`config.mk`:
```
export PLATFORM = sky130hd
export DESIGN_NAME = srl_shift_lut
export DESIGN_NICKNAME = d
export VERILOG_FILES = /design/src/rtl/srl_pkg.sv /design/src/rtl/srl_fill_ctr.sv /design/src/rtl/srl_shift_lut.sv
export SDC_FILE = /design/constraint.sdc
export NUM_CORES = 1
export LEC_CHECK = 0
export ABC_CLOCK_PERIOD_IN_PS = 1440
export CAP_MARGIN = 5
export CORE_MARGIN = 2
export CORE_UTILIZATION = 51
export DETAILED_ROUTE_END_ITERATION = 8
export PLACE_DENSITY_LB_ADDON = 0.3
export SYNTH_ARGS = -nofsm -noshare
export SYNTH_HDL_FRONTEND = slang
export SYNTH_HIERARCHICAL = 1
export SYNTH_SLANG_ARGS = --single-unit
```
`constraint.sdc`:
```
create_clock -name CLK -period 1.44 [get_ports CLK]
set_input_delay 0.288 -clock CLK [delete_from_list [all_inputs] [get_ports CLK]]
set_output_delay 0.288 -clock CLK [all_outputs]
set_load 0.05 [all_outputs]
```
`src/rtl/srl_pkg.sv`:
```
// Shared constants and elaboration helpers for the SRL shift-register LUT family.
// Provides clog2 and the WIDTH/DEPTH legality check used at elaboration time.
package srl_pkg;

  localparam int unsigned MAX_WIDTH = 32;
  localparam int unsigned MAX_DEPTH = 64;

  // Ceiling log2, usable in constant expressions.
  function automatic int unsigned clog2(input int unsigned n);
    int unsigned r;
    r = 0;
    for (int unsigned v = 1; v < n; v = v << 1) begin
      r = r + 1;
    end
    return r;
  endfunction

  // DEPTH must be a power of two in 2..MAX_DEPTH; WIDTH in 1..MAX_WIDTH.
  function automatic bit params_legal(input int unsigned width, input int unsigned depth);
    return (width >= 1) && (width <= MAX_WIDTH) &&
           (depth >= 2) && (depth <= MAX_DEPTH) &&
           ((depth & (depth - 1)) == 0);
  endfunction

endpackage

```
`src/rtl/srl_fill_ctr.sv`:
```
// Saturating shift counter: counts shifts since reset and holds at DEPTH.
// Clocked on whichever edge the parent has already selected as active.
module srl_fill_ctr
  import srl_pkg::*;
#(
  parameter int unsigned DEPTH = 16,
  localparam int unsigned AW = clog2(DEPTH)
) (
  input  logic        CLK,
  input  logic        RST,
  input  logic        CE,
  output logic [AW:0] count
);

  localparam logic [AW:0] Full = (AW + 1)'(DEPTH);

  logic [AW:0] count_q = '0;
  logic [AW:0] count_d;

  always_comb begin
    count_d = count_q;
    if (CE && (count_q < Full)) begin
      count_d = count_q + 1'b1;
    end
  end

  always_ff @(posedge CLK) begin
    if (RST) begin
      count_q <= '0;
    end else begin
      count_q <= count_d;
    end
  end

  assign count = count_q;

endmodule

```
`src/rtl/srl_shift_lut.sv`:
```
// Per-lane addressable shift register (SRL-style) with optional registered tap,
// selectable active clock edge, and a fill counter that qualifies the tap.
module srl_shift_lut
  import srl_pkg::*;
#(
  parameter int unsigned              WIDTH   = 1,
  parameter int unsigned              DEPTH   = 16,
  parameter logic [WIDTH*DEPTH-1:0]   INIT    = '0,
  parameter bit                       REG_OUT = 1'b0,
  parameter bit                       CLK_INV = 1'b0,
  localparam int unsigned             AW      = clog2(DEPTH)
) (
  input  logic             CLK,
  input  logic             RST,
  input  logic             CE,
  input  logic [WIDTH-1:0] D,
  input  logic [AW-1:0]    A,
  output logic [WIDTH-1:0] Q,
  output logic             Q_VALID,
  output logic [WIDTH-1:0] Q_CASC,
  output logic [AW:0]      FILL
);

  if (!params_legal(WIDTH, DEPTH)) begin : g_illegal
    $error("srl_shift_lut: illegal WIDTH=%0d or DEPTH=%0d", WIDTH, DEPTH);
  end

  logic clk_act;
  assign clk_act = CLK ^ CLK_INV;

  // Packed so that flat bit i*WIDTH+j is stage i, lane j, matching INIT.
  logic [DEPTH-1:0][WIDTH-1:0] stage_q = INIT;

  always_ff @(posedge clk_act) begin
    if (RST) begin
      stage_q <= INIT;
    end else if (CE) begin
      stage_q <= {stage_q[DEPTH-2:0], D};
    end
  end

  logic [AW:0] fill;

  srl_fill_ctr #(
    .DEPTH (DEPTH)
  ) u_fill_ctr (
    .CLK   (clk_act),
    .RST   (RST),
    .CE    (CE),
    .count (fill)
  );

  logic [WIDTH-1:0] tap;
  logic             tap_valid;

  assign tap       = stage_q[A];
  assign tap_valid = (fill > {1'b0, A});

  if (REG_OUT) begin : g_reg_out
    logic [WIDTH-1:0] q_q     = INIT[WIDTH-1:0];
    logic             valid_q = 1'b0;

    // Tap register runs every active edge so A changes show up without a shift.
    always_ff @(posedge clk_act) begin
      if (RST) begin
        q_q     <= INIT[WIDTH-1:0];
        valid_q <= 1'b0;
      end else begin
        q_q     <= tap;
        valid_q <= tap_valid;
      end
    end

    assign Q       = q_q;
    assign Q_VALID = valid_q;
  end else begin : g_comb_out
    assign Q       = tap;
    assign Q_VALID = tap_valid;
  end

  assign Q_CASC = stage_q[DEPTH-1];
  assign FILL   = fill;

endmodule

```
==> results of run 1 <==
==> layer usage <==
metal,global-route usage,vias up,wire [um],part of all wire
li1,-,420,-,-
met1,0.247,427,1100,0.42
met2,0.412,27,1400,0.53
met3,0.0278,8,87,0.033
met4,0.124,0,57,0.022
met5,0,-,0,0
==> critical path, stage by stage (launching register included) <==
cell,delay [ns]
dfxtp_4,0.39
ha_4,0.28
nand4_1,0.19
a21oi_2,0.25
o21ai_4,0.09
buf_12,0.15
==> timing repair <==
item	CTS	global route
buffers inserted	0	3
pin swaps	6	4
gates resized for setup	22	0
endpoints found under the setup margin	2	2
==> power groups by stage <==
stage | Sequential (mW) | Combinational (mW) | Clock (mW)
after floorplan | 0.630 | 0.102 | 0
after global placement | 0.605 | 0.233 | 0
after detailed placement | 0.605 | 0.241 | 0
after CTS | 0.593 | 0.249 | 0.289
after global routing | 0.595 | 0.275 | 0.316
final | 0.594 | 0.260 | 0.284
==> worst max-delay path by stage <==
stage                        startpoint       to  slack (ns)  cells after the start
floorplan           u_fill_ctr/count[0]  Q_VALID       -0.09                      5
global placement                   A[0]        Q       -0.84                      6
detailed placement                 A[0]        Q       -0.87                      5
CTS                              Q_CASC        Q       -0.42                      4
global route        u_fill_ctr/count[3]  Q_VALID       -0.54                      5
finish              u_fill_ctr/count[3]  Q_VALID       -0.50                      5
==> final cells by class <==
type	count	area (um^2)
timing repair buffer	44	434
tap	27	33.8
clock buffer	4	26.3
inverter	5	21.3
fill	112	313
sequential	21	442
multi-input combinational	66	632
==> cells by family after synthesis <==
| family | Yosys count |
|---|---|
| AOI/OAI and AO/OA | 6 |
| buffers and inverters | 9 |
| muxes | 23 |
| DFF | 21 |
| adders and majority gates | 5 |
| and+or+nand+nor | 30 |
| xor gates and xnor gates | 2 |
==> placed cells by master, fill, tap and decap left out, drive strengths merged, types with 2 or more instances in the layout <==
cell	synthesis	final
a21oi	3	3
buf	3	38
clkbuf	1	4
clkdlybuf4s50	0	3
dfxtp	21	21
dlygate4sd2	0	3
ha	5	5
inv	5	5
mux2i	18	18
mux4	4	4
nand2	3	3
nand4	2	2
nor2	21	21
nor2b	2	2
==> state kept, by name, indices dropped and copies added, names as in the netlist <==
signal,cells
Q_CASC,1
u_fill_ctr/count,5
stage_q,15
==> stage by stage <==
stage	instance area (um^2)	power, mW	util	hold slack [ns]	std cells
detailed placement	1530	0.846	0.805	0.584	160
floorplan	1100	0.733	-	0.351	96
global placement	1530	0.837	0.805	0.567	160
CTS	1570	1.13	0.824	0.604	164
global route	1590	1.19	0.836	0.630	167
finish	1590	1.14	0.836	0.598	167
==> Flow_metrics.wiki, run 1 <==
{| class="wikitable"
! Metric !! Value
|-
| Worst Hold Launch || D
|-
| Setup tns final || -0.938 ns
|-
| CTS Root Cell || clkbuf_4
|-
| Adder-Cell Fraction of Synth Area || 0.0622
|-
| Most used flip-flop cell after synthesis || dfxtp_1
|-
| Die X-Extent || 48.4 um
|-
| Number of clock sinks || 21
|-
| Nets in the synthesized netlist || 109
|-
| Number of different library cells in the post-synthesis netlist || 22
|-
| Combinational share of power || 0.228
|-
| Top area cells in the synthesized netlist || dfxtp_1, mux2i_1, mux4_1, nor2_1, ha_1
|-
| Kind of start point of the critical path || flip-flop
|-
| Signal arrival time at the worst endpoint || 1.65 ns
|-
| Setup slack on the worst flop-to-flop path || 0.22 ns
|-
| Ant diodes || 0
|-
| Standby leakage power || 0.715 nW
|-
| Number of buffers added by the clock tree synthesis step || 3
|-
| Part of the power in the clock network || 0.250
|-
| Initial antenna violation count || 0
|-
| Post-route DRC || 0
|-
| Number of rows created at floorplan || 16
|-
| Period Utilization, post-route || 1.35
|-
| Final wirelength || 2650 um
|-
| Fraction of the mapped netlist area in compound gates || 0.0361
|-
| Max FO, Critical Path || 4
|-
| Max-slew headroom || 0.787
|-
| Clock transition time at the flip-flop clock pins of the worst setup and hold paths || 0.12 ns
|-
| Hold Buf Count CTS || 0
|-
| DRC violation total after the first TritonRoute iteration || 27
|-
| Number of enable-type register cells in the synthesized netlist || 0
|-
| Part of the total power dissipated in sequential elements || 0.522
|-
| TritonCTS clock tree || yes
|-
| Total of buffers placed on input and output ports || 15
|-
| MaxCap Viol Count || 0
|-
| Final number of max-transition violations || 0
|-
| Simple logic cell fraction of the synthesized area || 0.136
|-
| Placeable core region || 1900 um^2
|-
| Effective utilization at floorplan || 0.529
|-
| Endpoint of the worst-slack reg-to-reg timing path || u_fill_ctr/count[4]
|-
| Gp weighted congestion || 0.732
|-
| Maximum number of pins on one net before global-route repair || 21
|-
| CP Class || reg -> out
|-
| First-pass GRT wire length || 4010 um
|-
| Synth area leader || dfxtp_1
|-
| Share of synthesized area occupied by flip-flops and latches || 0.418
|-
| Parity-gate share of the synthesized area counting xor and xnor cells || 0.0174
|-
| Detailed Place HPWL || 1740 um
|-
| Minimum clock period after layout || 1.94 ns
|-
| Net Sw Frac || 0.277
|-
| Violated checks || setup timing
|-
| Run status || finished, violations left
|-
| Setup violation total in the final timing report || 2
|-
| Global-route usage over all layers || 0.223
|-
| Yosys synthesis warning count || 6
|-
| Final net count || 154
|-
| Total die area || 2340 um^2
|-
| First-pass iteration count of the detailed router || 4
|-
| Power density cells || 716 nW/um^2
|-
| Path type of the worst min-delay path || in -> reg
|-
| Bufs on Longest Clock Path || 2
|-
| Hold Path Depth || 3
|-
| Synthesized netlist cell count || 96
|-
| Worst Setup Slack, final || -0.498 ns
|-
| Number of cell instances on the worst register-to-register path || 4
|-
| Overflow after GRT || 0
|-
| Post-route ant nets || 0
|-
| Combinational family with the most area after synthesis || multiplexers
|-
| Internal cell power || 823 uW
|-
| Switching power of the nets || 315 uW
|-
| Vert. Die Dim || 48.4 um
|-
| Average footprint of a synthesized cell || 10.5 um^2
|-
| Startpoint of the worst-slack reg-to-reg timing path || u_fill_ctr/count[0]
|-
| Flop and latch count out of synthesis || 21
|-
| Most instantiated cells after synthesis || dfxtp_1, nor2_1, mux2i_1
|-
| Hold Crit Endpoint || stage_q[0]
|-
| Post-synthesis async set-or-reset flop share || 0
|-
| Multiplexer area fraction after synthesis || 0.295
|-
| Critical Path Sink Type || primary output
|-
| Worst IR drop on VDD || 0.669 mV
|-
| Share of post-route cells with drive strength above 1 || 0.479
|-
| Number of global-route vias before repair || 908
|-
| Transition time at the pin with the least slew margin || 0.320 ns
|-
| Setup WS pre-CTS || -0.874 ns
|-
| Area added between synthesis and finish || 58.0%
|-
| Top cell type's share of synthesized area || 0.418
|-
| Final hold violation count || 0
|-
| Combined area of all synthesized cells || 1010 um^2
|-
| IO Pins || 16
|-
| Data required time at the worst endpoint || 1.15 ns
|-
| Clock Skew || 0.00429 ns
|-
| Count of H-tree levels built during CTS || 1
|-
| Setup repair after global routing missed its margin || true
|-
| Via total after detailed routing || 882
|-
| Clock insertion delay at the later pin of the skew report || 0.30 ns
|-
| Achievable frequency || 516 MHz
|-
| Vias per Instance || 5.28
|-
| Post-DR wirelength/cell || 15.8 um
|}
(Power assumes the default switching activity.)
==> inputs of run 2 (changes only) <==
--- a/config.mk
+++ b/config.mk
@@ -11,6 +11,7 @@
 export CORE_UTILIZATION = 51
 export DETAILED_ROUTE_END_ITERATION = 8
 export PLACE_DENSITY_LB_ADDON = 0.3
+export SLEW_MARGIN = 20
 export SYNTH_ARGS = -nofsm -noshare
 export SYNTH_HDL_FRONTEND = slang
 export SYNTH_HIERARCHICAL = 1
==> results of run 2 <==
The final DEF is identical to that of run 1; final timing and power are the same.
